--- src/rtl/imem_load_ctrl_pkg.sv ---
// ----------------------------------------------------------------------------
// imem_ctrl_pkg
// Shared definitions for the instruction-memory load sequencer: imem geometry,
// host command encodings and the sequencer state encoding.
// ----------------------------------------------------------------------------
package imem_ctrl_pkg;

    localparam int IMEM_ADDR_W = 9;
    localparam int IMEM_DEPTH  = 512;
    localparam int IMEM_DATA_W = 32;

    // Host command opcodes carried on cmd_op.
    typedef enum logic [1:0] {
        CMD_LOAD = 2'd0,
        CMD_RUN  = 2'd1,
        CMD_HALT = 2'd2,
        CMD_STEP = 2'd3
    } cmd_op_e;

    // Sequencer states.
    typedef enum logic [2:0] {
        S_IDLE   = 3'd0,
        S_LOAD   = 3'd1,
        S_FLUSH  = 3'd2,
        S_RUN    = 3'd3,
        S_HALTED = 3'd4,
        S_STEP   = 3'd5
    } state_e;

endpackage

--- src/rtl/imem_load_ctrl_if.sv ---
// ----------------------------------------------------------------------------
// imem_load_ctrl_if
// Bundles every non-clock signal of the load sequencer.
//   cmd_*   : host command channel (valid/ready)
//   wr_*    : program-word stream (valid/ready)
//   imem_*  : instruction-memory write port
//   fetch_* : fetch PC clear / advance enable
//   busy, done, err : status
// master = host side, slave = sequencer side.
// ----------------------------------------------------------------------------
interface imem_load_ctrl_if #(
    parameter int ADDR_W = 9,
    parameter int DATA_W = 32
);
    import imem_ctrl_pkg::*;

    logic              cmd_valid;
    logic              cmd_ready;
    cmd_op_e           cmd_op;
    logic [ADDR_W-1:0] cmd_addr;
    logic [ADDR_W:0]   cmd_len;

    logic              wr_valid;
    logic              wr_ready;
    logic [DATA_W-1:0] wr_data;

    logic              imem_we;
    logic [ADDR_W-1:0] imem_waddr;
    logic [DATA_W-1:0] imem_wdata;

    logic              fetch_clr;
    logic              fetch_en;
    logic              busy;
    logic              done;
    logic              err;

    modport master (
        output cmd_valid, cmd_op, cmd_addr, cmd_len, wr_valid, wr_data,
        input  cmd_ready, wr_ready, imem_we, imem_waddr, imem_wdata,
               fetch_clr, fetch_en, busy, done, err
    );

    modport slave (
        input  cmd_valid, cmd_op, cmd_addr, cmd_len, wr_valid, wr_data,
        output cmd_ready, wr_ready, imem_we, imem_waddr, imem_wdata,
               fetch_clr, fetch_en, busy, done, err
    );

endinterface

--- src/rtl/imem_wr_ptr.sv ---
// ----------------------------------------------------------------------------
// imem_wr_ptr
// Write pointer for an imem load: an ADDR_W pointer that wraps naturally at
// 2**ADDR_W plus an ADDR_W+1 down-counter of words still to be accepted.
//   clk, rst      : clock, asynchronous active-low reset
//   i_load        : capture i_start / i_len (start of a LOAD)
//   i_start       : first word address
//   i_len         : number of words in the LOAD
//   i_adv         : one word accepted; advance pointer, decrement count
//   o_ptr         : address for the word being accepted now
//   o_last        : the word being accepted now is the final one
// ----------------------------------------------------------------------------
module imem_wr_ptr
    import imem_ctrl_pkg::*;
#(
    parameter int ADDR_W = IMEM_ADDR_W
) (
    input  logic              clk,
    input  logic              rst,
    input  logic              i_load,
    input  logic [ADDR_W-1:0] i_start,
    input  logic [ADDR_W:0]   i_len,
    input  logic              i_adv,
    output logic [ADDR_W-1:0] o_ptr,
    output logic              o_last
);

    logic [ADDR_W-1:0] r_ptr;
    logic [ADDR_W:0]   r_remain;

    // NOTE: state registers use non-blocking assignments so every flop samples
    // pre-edge values regardless of process evaluation order.
    always_ff @(posedge clk or negedge rst) begin
        if (!rst) begin
            r_ptr    <= '0;
            r_remain <= '0;
        end else if (i_load) begin
            r_ptr    <= i_start;
            r_remain <= i_len;
        end else if (i_adv) begin
            // Pointer width equals the memory depth, so +1 wraps 511 -> 0.
            r_ptr    <= r_ptr + 1'b1;
            r_remain <= r_remain - 1'b1;
        end
    end

    assign o_ptr  = r_ptr;
    assign o_last = (r_remain == (ADDR_W+1)'(1));

endmodule

--- src/rtl/imem_load_ctrl.sv ---
// ----------------------------------------------------------------------------
// imem_load_ctrl
// Host-side sequencer for the instruction-fetch stage and its instruction
// memory. Executes LOAD / RUN / HALT / STEP commands, streams program words
// into imem with one cycle of latency, and drives the fetch PC clear/enable.
// Fetch is never enabled while a load is in progress.
//   clk  : clock, rising edge
//   rst  : asynchronous active-low reset
//   bus  : imem_load_ctrl_if.slave (command, word stream, imem port, status)
// ----------------------------------------------------------------------------
module imem_load_ctrl
    import imem_ctrl_pkg::*;
#(
    parameter int ADDR_W = IMEM_ADDR_W,
    parameter int DATA_W = IMEM_DATA_W,
    parameter int DEPTH  = IMEM_DEPTH
) (
    input  logic             clk,
    input  logic             rst,
    imem_load_ctrl_if.slave  bus
);

    localparam int LEN_W = ADDR_W + 1;

    state_e            r_state;
    state_e            w_next;
    logic              r_we;
    logic [ADDR_W-1:0] r_waddr;
    logic [DATA_W-1:0] r_wdata;
    logic              r_done;
    logic              r_err;

    logic              w_cmd_fire;
    logic              w_wr_fire;
    logic              w_len_ok;
    logic              w_ptr_load;
    logic              w_err_set;
    logic              w_last;
    logic [ADDR_W-1:0] w_ptr;

    logic              w_cmd_ready;
    logic              w_wr_ready;
    logic              w_fetch_en;
    logic              w_fetch_clr;
    logic              w_busy;

    assign w_cmd_fire = bus.cmd_valid & w_cmd_ready;
    assign w_wr_fire  = bus.wr_valid  & w_wr_ready;
    assign w_len_ok   = (bus.cmd_len != '0) && (bus.cmd_len <= LEN_W'(DEPTH));

    imem_wr_ptr #(.ADDR_W(ADDR_W)) u_wr_ptr (
        .clk     (clk),
        .rst     (rst),
        .i_load  (w_ptr_load),
        .i_start (bus.cmd_addr),
        .i_len   (bus.cmd_len),
        .i_adv   (w_wr_fire),
        .o_ptr   (w_ptr),
        .o_last  (w_last)
    );

    always_ff @(posedge clk or negedge rst) begin
        if (!rst) begin
            r_state <= S_IDLE;
            r_we    <= 1'b0;
            r_waddr <= '0;
            r_wdata <= '0;
            r_done  <= 1'b0;
            r_err   <= 1'b0;
        end else begin
            r_state <= w_next;
            r_we    <= w_wr_fire;
            if (w_wr_fire) begin
                r_waddr <= w_ptr;
                r_wdata <= bus.wr_data;
            end
            // FLUSH lasts one cycle and carries the final write; done follows it.
            r_done  <= (r_state == S_FLUSH);
            r_err   <= w_err_set;
        end
    end

    // NOTE: every signal driven here gets a default before the case so no
    // path leaves it unassigned, which would otherwise infer a latch.
    always_comb begin
        w_next      = r_state;
        w_ptr_load  = 1'b0;
        w_err_set   = 1'b0;
        w_cmd_ready = 1'b1;
        w_wr_ready  = 1'b0;
        w_fetch_en  = 1'b0;
        w_fetch_clr = 1'b0;
        w_busy      = 1'b0;

        case (r_state)
            S_IDLE, S_HALTED: begin
                if (w_cmd_fire) begin
                    case (bus.cmd_op)
                        CMD_LOAD: begin
                            if (w_len_ok) begin
                                w_next     = S_LOAD;
                                w_ptr_load = 1'b1;
                            end else begin
                                w_err_set  = 1'b1;
                            end
                        end
                        CMD_RUN:  w_next = S_RUN;
                        CMD_STEP: w_next = S_STEP;
                        default:  ;  // HALT while stopped is a no-op
                    endcase
                end
            end
            S_LOAD: begin
                w_cmd_ready = 1'b0;
                w_wr_ready  = 1'b1;
                w_fetch_clr = 1'b1;
                w_busy      = 1'b1;
                if (w_wr_fire && w_last)
                    w_next = S_FLUSH;
            end
            S_FLUSH: begin
                w_cmd_ready = 1'b0;
                w_busy      = 1'b1;
                w_next      = S_IDLE;
            end
            S_RUN: begin
                w_fetch_en = 1'b1;
                if (w_cmd_fire) begin
                    case (bus.cmd_op)
                        CMD_HALT:           w_next    = S_HALTED;
                        CMD_LOAD, CMD_STEP: w_err_set = 1'b1;
                        default:            ;
                    endcase
                end
            end
            S_STEP: begin
                w_cmd_ready = 1'b0;
                w_fetch_en  = 1'b1;
                w_next      = S_HALTED;
            end
            default: w_next = S_IDLE;
        endcase
    end

    assign bus.cmd_ready  = w_cmd_ready;
    assign bus.wr_ready   = w_wr_ready;
    assign bus.fetch_en   = w_fetch_en;
    assign bus.fetch_clr  = w_fetch_clr;
    assign bus.busy       = w_busy;
    assign bus.imem_we    = r_we;
    assign bus.imem_waddr = r_waddr;
    assign bus.imem_wdata = r_wdata;
    assign bus.done       = r_done;
    assign bus.err        = r_err;

endmodule
--- src/flat_wrapper.sv ---
// flat-port wrapper written by rule: the top's interface ports become plain ports
module imem_load_ctrl_flat import imem_ctrl_pkg::*;
#(
    parameter int ADDR_W = IMEM_ADDR_W,
    parameter int DATA_W = IMEM_DATA_W,
    parameter int DEPTH  = IMEM_DEPTH
)
  (clk, rst, bus_cmd_valid, bus_cmd_op, bus_cmd_addr, bus_cmd_len, bus_wr_valid, bus_wr_data, bus_cmd_ready, bus_wr_ready, bus_imem_we, bus_imem_waddr, bus_imem_wdata, bus_fetch_clr, bus_fetch_en, bus_busy, bus_done, bus_err);
  imem_load_ctrl_if #(.ADDR_W(ADDR_W), .DATA_W(DATA_W)) bus_i ();
  input  logic clk;
  input  logic rst;
  input wire logic [$bits(bus_i.cmd_valid)-1:0] bus_cmd_valid;
  input wire logic [$bits(bus_i.cmd_op)-1:0] bus_cmd_op;
  input wire logic [$bits(bus_i.cmd_addr)-1:0] bus_cmd_addr;
  input wire logic [$bits(bus_i.cmd_len)-1:0] bus_cmd_len;
  input wire logic [$bits(bus_i.wr_valid)-1:0] bus_wr_valid;
  input wire logic [$bits(bus_i.wr_data)-1:0] bus_wr_data;
  output wire logic [$bits(bus_i.cmd_ready)-1:0] bus_cmd_ready;
  output wire logic [$bits(bus_i.wr_ready)-1:0] bus_wr_ready;
  output wire logic [$bits(bus_i.imem_we)-1:0] bus_imem_we;
  output wire logic [$bits(bus_i.imem_waddr)-1:0] bus_imem_waddr;
  output wire logic [$bits(bus_i.imem_wdata)-1:0] bus_imem_wdata;
  output wire logic [$bits(bus_i.fetch_clr)-1:0] bus_fetch_clr;
  output wire logic [$bits(bus_i.fetch_en)-1:0] bus_fetch_en;
  output wire logic [$bits(bus_i.busy)-1:0] bus_busy;
  output wire logic [$bits(bus_i.done)-1:0] bus_done;
  output wire logic [$bits(bus_i.err)-1:0] bus_err;
  assign bus_i.cmd_valid = bus_cmd_valid;
  assign bus_i.cmd_op = bus_cmd_op;
  assign bus_i.cmd_addr = bus_cmd_addr;
  assign bus_i.cmd_len = bus_cmd_len;
  assign bus_i.wr_valid = bus_wr_valid;
  assign bus_i.wr_data = bus_wr_data;
  assign bus_cmd_ready = bus_i.cmd_ready;
  assign bus_wr_ready = bus_i.wr_ready;
  assign bus_imem_we = bus_i.imem_we;
  assign bus_imem_waddr = bus_i.imem_waddr;
  assign bus_imem_wdata = bus_i.imem_wdata;
  assign bus_fetch_clr = bus_i.fetch_clr;
  assign bus_fetch_en = bus_i.fetch_en;
  assign bus_busy = bus_i.busy;
  assign bus_done = bus_i.done;
  assign bus_err = bus_i.err;
  imem_load_ctrl #(.ADDR_W(ADDR_W), .DATA_W(DATA_W), .DEPTH(DEPTH)) u_core (.clk(clk), .rst(rst), .bus(bus_i));
endmodule
--- config.mk ---
export PLATFORM = sky130hd
export DESIGN_NAME = imem_load_ctrl_flat
export DESIGN_NICKNAME = d
export VERILOG_FILES = /design/src/rtl/imem_load_ctrl_pkg.sv /design/src/rtl/imem_load_ctrl_if.sv /design/src/rtl/imem_wr_ptr.sv /design/src/rtl/imem_load_ctrl.sv /design/src/flat_wrapper.sv
export SDC_FILE = /design/constraint.sdc
export NUM_CORES = 1
export LEC_CHECK = 0
export CORE_UTILIZATION = 45
export DETAILED_ROUTE_END_ITERATION = 6
export PLACE_DENSITY = 0.79
export RECOVER_POWER = 100
export SYNTH_ARGS = -nofsm -noshare
export SYNTH_HDL_FRONTEND = slang
export SYNTH_SLANG_ARGS = --single-unit
--- constraint.sdc ---
create_clock -name clk -period 5.4 [get_ports clk]
set_clock_uncertainty 0.2 [all_clocks]
set_input_delay 1.35 -clock clk [delete_from_list [all_inputs] [get_ports clk]]
set_output_delay 1.35 -clock clk [all_outputs]
set_load 0.05 [all_outputs]
* Yosys cells after proc, flatten, opt, wreduce, memory -nomap -nowiden
Index checks and enable logic that the tools add are counted.
Widths: inputs -> output; s select.
** Word-level totals
- Output and inout bits :: 49
- Input bits :: 57
- Word-level logic and storage cells :: 65
- Register bits :: 66
** Operators by class
- Bitwise logic cells :: 2
- Equality and inequality tests :: 15
- Add/subtract/negate cells :: 2
- Mux-type cells :: 25
- Reduce and logical (&&, ||, !) cells :: 12
- $lt $le $gt $ge :: 1
** Operator list (number)
- $mux 10 :: 2
- $mux 9 :: 2
- $mux 3 :: 5
- $mux 1 :: 13
- $pmux 3 s4 :: 1
- $eq 10x1->1 const B :: 1
- $le 10x10->1 const B :: 1
- $reduce_bool 10->1 :: 1
- $sub 10x1->10 const B :: 1
- $add 9x1->9 const B :: 1
- $pmux 3 s3 :: 1
- $reduce_or 2->1 :: 4
- $eq 3x2->1 const B :: 2
- $eq 3x3->1 const B :: 2
- $ne 2x1->1 const B :: 3
- $reduce_and 6->1 :: 1
- $eq 2x2->1 const B :: 2
- $ne 4x2->1 const B :: 1
- $eq 3x1->1 const B :: 1
- $logic_not 3->1 :: 1
- $ne 3x2->1 const B :: 1
- $reduce_or 3->1 :: 1
- $and 1x1->1 :: 2
- $eq 2x1->1 const B :: 1
- 5 further kinds :: 6

* Longest topological paths before layout
- Depth in word-level cells :: 7
- Depth in mapped cells :: 9
- Mapped depth without buffers :: 7

* Modules after synthesis
Synthesis repeated with hierarchy kept, for this count alone.
** Second synthesis, totals
- Cell total of the unflattened synthesis :: 260
- Area total of the unflattened synthesis :: 3337.0 µm²
** Modules (own cells, without submodules)
- imem_load_ctrl :: instances 1, cells each 144, area each 2269.7 µm²
- imem_wr_ptr :: instances 1, cells each 116, area each 1067.3 µm²

* Worst setup path before layout
OpenSTA, ideal clock, no wires.
- Path type :: register -> output
- Start :: reg u_core.r_state[1]
- End :: out bus_busy
- Setup slack :: 1.633 ns
- Buffers on the path :: 0
- Arrival time :: 2.217 ns
- Stages on the path, launching flop included :: 3
- Path through :: dfrtp_1 -> nor3b_1 -> or2_2
** Between the ends
- Word-level cells in the longest chain between the ends :: 3
** RTL lines
- from (decl) :: line imem_load_ctrl.sv:25 : state_e r_state;
- from (signal assigned) :: line imem_load_ctrl.sv:71 : r_state <= w_next;
- $eq 3x1->1 / $eq 3x2->1 (equally long branches) :: line imem_load_ctrl.sv:95 : case (r_state)
- $reduce_or 2->1 (no line) (*)
- $mux 1 (*) :: line imem_load_ctrl.sv:95
- to (decl) :: line flat_wrapper.sv:25 : output wire logic [$bits(bus_i.busy)-1:0] bus_busy;
Every way passes the cells marked *; elsewhere a longest branch is shown, timed or not.

* Worst setup path after layout
- Start :: in bus_cmd_len[2]
- End :: reg u_core.u_wr_ptr.r_ptr[7], in the netlist u_core.u_wr_ptr.o_ptr[7]
** Between the ends
- Word-level cells in the longest chain between the ends :: 7
** RTL lines
- from (decl) :: line flat_wrapper.sv:15 : input wire logic [$bits(bus_i.cmd_len)-1:0] bus_cmd_len;
- $le 10x10->1 / $reduce_bool 10->1 (equally long branches) :: line imem_load_ctrl.sv:49 : assign w_len_ok = (bus.cmd_len != '0) && (bus.cmd_len <= LEN_W'(DEPTH));
- $logic_and 1x1->1 (*) :: line imem_load_ctrl.sv:49
- $mux 1 (*) :: line imem_load_ctrl.sv:100 : if (w_len_ok) begin
- $mux 1 (*) :: line imem_load_ctrl.sv:98 : case (bus.cmd_op)
- $mux 1 (*) :: line imem_load_ctrl.sv:97 : if (w_cmd_fire) begin
- $mux 1 (*) :: line imem_load_ctrl.sv:95
- $mux 9 / $reduce_bool 2->1 (equally long branches)
- to (signal assigned) :: line imem_wr_ptr.sv:38 : r_ptr <= i_start;
- to (signal assigned) :: line imem_wr_ptr.sv:42 : r_ptr <= r_ptr + 1'b1;
- to (decl) :: line imem_wr_ptr.sv:28 : logic [ADDR_W-1:0] r_ptr;
Marked as above.
A chain may end at the register's enable or synchronous reset.

==> results by stage <==
Timing:
- The max-slew violation count is slightly below 70.
- Setup slack on the critical path of the routed design comes to ~890 ps.
- The total negative setup slack is 0 ps.
- The final critical-path required period is 4510 ps.
- The count of endpoints failing hold in the final timing report is 0.
- Setup repair after global routing left no endpoint under its margin.
- For this run, the top clock speed supported by timing is 222 MHz.
- The final count of negative-setup-slack endpoints is 0.
- In the finished design, the share of the clock period the worst path needs comes to between 80% and 90%.
- Measured against its own limit, the worst slew margin works out to -19.1%.
- The slew of the pin with the lowest slew margin is 1790 ps.

Synth:
- The number of instances in the synthesized netlist is about 340.
- After synthesis, the most frequently instantiated cells are 143 x sky130_fd_sc_hd__nand2_1, 66 x sky130_fd_sc_hd__dfrtp_1, 12 x sky130_fd_sc_hd__nor2_1.
- The area of the mapped netlist is a little over 0.003 mm^2.
- When the netlist entered floorplanning its net count stood at roughly 410.
- The share of flip-flops with an asynchronous set or reset is 100%.
- sky130_fd_sc_hd__dfrtp_1 takes more of the synthesized area than any other cell.
- The number of enable-type register cells in the synthesized netlist is 0.
- The most common cell in the synthesized netlist is sky130_fd_sc_hd__nand2_1.
- After synthesis, the cell types taking the most area are sky130_fd_sc_hd__dfrtp_1 53%, sky130_fd_sc_hd__nand2_1 17%, sky130_fd_sc_hd__ha_1 2.8%, sky130_fd_sc_hd__o211ai_1 2.2%, sky130_fd_sc_hd__a21oi_1 1.5%.
- A synthesized cell averages 9.01 um^2.
- The number of library cell types mapped by synthesis is 46.
- The most used flip-flop cell after synthesis is sky130_fd_sc_hd__dfrtp_1.
- After synthesis the netlist holds a flip-flop and latch count of 66.
- After synthesis, flip-flops and latches occupy a little over half of the total area.
- The number of warnings printed during yosys synthesis is 0.
- The top cell type by area accounts for 53.3% of the synthesized area.

Setup path:
- The critical-path maximum fanout is 20.
- The required time of the critical path is 5420 ps.
- By startpoint and endpoint, the worst setup path is classified as in2reg.
- The arrival time at the worst endpoint is ~4500 ps.
- STA classifies the critical path startpoint as an input port.
- In this run the critical register-to-register path is captured at u_core.u_wr_ptr.o_ptr[7].
- Measured in cells, the most critical reg-to-reg path has a length of 4.
- The worst register-to-register path begins at u_core.r_state[0].
- STA classifies the critical path endpoint as a flop.
- For flop-to-flop paths, the worst setup slack is 1880 ps.

Placement:
- Including well taps, the total number of placed cells is 513.
- The weighted congestion at the end of routability-driven global placement is roughly 0.88.
- After legalization and detailed placement, the total HPWL measured a little under 5 mm.
- OpenSTA, run right after detailed placement, puts the worst setup slack at around 1200 ps.
- The port buffer count is ~110.

Cells and area:
- The final non-filler cell total is 529.
- Compared with the post-synthesis result, the final layout area differs by 41.7%.
- For this run, the post-layout net count is ~510.
- The number of antenna cells inserted is 0.
- At the end of the flow the core is filled with cells to between 60% and 70%.
- Of the cells placed in the final design, the portion with a size suffix greater than 1 is just over 5%.

Worst hold path:
- The worst hold path class is reg2reg.
- The hold path startpoint is u_core.bus.imem_wdata[29].
- Along the worst hold path, the cell count comes to 2.
- The path with the worst hold slack has its endpoint at u_core.bus.imem_wdata[29].

Outcome:
- The run finished, with violations left.
- The final reports fail on DRC, capacitance limit, slew limit.

Global route:
- The number of global-route vias before repair came to around 2500.
- The wire length of the first global-routing pass is between 10 and 15 mm.
- The number of antenna violations at the first check in global routing came to 0.
- Entering global routing, the biggest net connects 46 pins.
- The global route total overflow is 0.
- For this run, the total global-route usage over all layers was measured as 21.6%.

Detailed routing:
- The number of remaining DRC errors is 9.
- The via count normalized by instance count is 5.17.
- For this block, the routed nets add up to 7.15 mm of wire.
- The first TritonRoute pass finished after 7 iterations.
- The detail route stage leaves a number of antenna-violating nets equal to 0.
- In this run, the number of DRC markers left after iteration 0 of detailed routing was 171.
- The routed wire length per instance is approximately 14 um.
- The via count is around 2700.

Pwr:
- The part of the total power dissipated in combinational logic is 48.5%.
- The switching power total is 0.00122 W.
- The share of total power dissipated in sequential elements is between 30% and 40%.
- The clock share of power is between 10% and 20%.
- The internal power of the cells totals about 0.0014 W.
- For this design the ratio of total power to cell area is 600 mW/mm^2.
- The maximum VDD drop is 0.331 mV.
- In this run the static leakage power is 2.09 nW.
- Summing internal, switching and leakage power gives around 0.0026 W.
- The switching part of the total is between 40 and 50%.

Die:
- The overall die height is between 80 and 90 um.
- The number of top-level pins is approximately 110.
- The floorplan step defined a die boundary enclosing between 0.007 and 0.008 mm^2.
- Once the floorplan was initialized, standard cells occupied 47.7% of the core.
- The core area is 0.00649 mm^2.
- In this run the horizontal extent of the chip is ~85 um.
- The floorplan has 29 rows.

Clock network:
- The post-CTS repair timing setup buffer count is 0.
- TritonCTS built the clock tree.
- The clock tree synthesis step divided the H-tree into 3 levels.
- The number of sinks driven by the clock tree is 66.
- The tree is rooted in a sky130_fd_sc_hd__clkbuf_8.
- The clock passes through at most 2 buffers.
- The TritonCTS buffer count is 9.
- For this design, the CTS-stage hold fixing added 0 buffers.
- The clock input transition at the sequential cells of the worst setup and hold paths is roughly 70 ps.
- The insertion delay to the later sink of the worst-skew pair is 340 ps.
- Gates resized during post-CTS repair numbered 0.

Run:
- Across the run, the number of max-cap violations was 2.
-- kinds of logic (layout without fill, tap and decap cells) --
group / after synthesis / after routing / share of synthesized area (%)
compound gates: 44 / 44 / 9.33
xor+xnor: 7 / 7 / 1.98
fa+ha+maj: 7 / 7 / 2.83
buf+inv: 23 / 131 / 3.39
flops: 66 / 66 / 53.3
mux: 4 / 4 / 1.45
simple gates: 193 / 193 / 27.7
-- routing by layer --
layer	GRT usage (%)	vias up	routed length (um)
met4	11.4	0	117
met3	4.38	10	437
met1	29.8	1269	3160
met2	32.3	106	3430
li1	-	1352	-
met5	0	-	0
-- placed cells by master, fill, tap and decap left out, types with 2 or more instances in the layout --
cell type / instances
sky130_fd_sc_hd__a22oi_1: 2
sky130_fd_sc_hd__inv_1: 7
sky130_fd_sc_hd__nand3_1: 9
sky130_fd_sc_hd__o31ai_1: 2
sky130_fd_sc_hd__clkbuf_1: 2
sky130_fd_sc_hd__or3_1: 2
sky130_fd_sc_hd__bufinv_16: 2
sky130_fd_sc_hd__or4bb_1: 2
sky130_fd_sc_hd__or4_1: 3
sky130_fd_sc_hd__mux2i_1: 3
sky130_fd_sc_hd__nand2b_1: 4
sky130_fd_sc_hd__or2_2: 3
sky130_fd_sc_hd__nand4bb_1: 2
sky130_fd_sc_hd__o41ai_1: 2
sky130_fd_sc_hd__clkdlybuf4s50_1: 53
sky130_fd_sc_hd__dfrtp_1: 66
sky130_fd_sc_hd__nor3_1: 4
sky130_fd_sc_hd__nor4_1: 2
sky130_fd_sc_hd__xor2_1: 2
sky130_fd_sc_hd__dlygate4sd3_1: 51
sky130_fd_sc_hd__nand2_1: 143
sky130_fd_sc_hd__o21ai_1: 2
sky130_fd_sc_hd__o21ai_0: 10
sky130_fd_sc_hd__ha_1: 7
sky130_fd_sc_hd__o211ai_1: 9
sky130_fd_sc_hd__clkbuf_8: 12
sky130_fd_sc_hd__xnor2_1: 5
sky130_fd_sc_hd__a21oi_1: 9
sky130_fd_sc_hd__nor2_1: 12
-- flip-flops by register name (all words and copies together), names as in the netlist --
signal and count:
u_core.bus.done 1, u_core.bus.err 1, u_core.bus.imem_waddr 9, u_core.bus.imem_wdata 32, u_core.bus.imem_we 1, u_core.r_state 3, u_core.u_wr_ptr.o_ptr 9, u_core.u_wr_ptr.r_remain 10
-- worst max-delay path: stages --
cell	delay, ps
sky130_fd_sc_hd__dlygate4sd3_1	560
sky130_fd_sc_hd__or4_2	670
sky130_fd_sc_hd__nor4_1	770
sky130_fd_sc_hd__mux2_1	670
sky130_fd_sc_hd__nor2_1	170
sky130_fd_sc_hd__a221o_1	340
-- power by group through the flow --
stage,Sequential (W),Clock (W),Combinational (W)
finish,0.000871,0.000486,0.00128
global placement,0.000874,0,0.00133
floorplan,0.00135,0,0.000417
detailed placement,0.000885,0,0.00135
CTS,0.000878,0.000491,0.00136
global route,0.000905,0.000517,0.00137
-- final cells by class --
class,count,area (um^2)
inverter,8,30.0
sequential,66,1650
timing repair buffer,107,1050
clock buffer,12,165
clock inverter,4,72.6
fill,527,2110
multi-input combinational,255,1320
tap,77,96.3
-- worst max path at each step --
stage                       from  cells past startpoint                          end  slack (ps)
6_report          bus_cmd_len[2]                      6     u_core.u_wr_ptr.o_ptr[7]         890
5_1_grt                      rst                      2    u_core.bus.imem_wdata[19]         640
4_1_cts        u_core.r_state[0]                      3                     bus_busy        1390
3_5_place_dp      bus_cmd_len[2]                      6  u_core.u_wr_ptr.r_remain[5]        1240
3_3_place_gp      bus_cmd_len[2]                      6  u_core.u_wr_ptr.r_remain[5]        1380
2_1_floorplan  u_core.r_state[1]                      2                     bus_busy        1630
-- through the flow --
step	hold WS [ps]	instance area [um^2]
floorplan	272	3100
CTS	279	4430
global placement	256	4200
finish	268	4390
detailed placement	261	4200
global route	300	4390
Power figures use the tool's default switching activity.
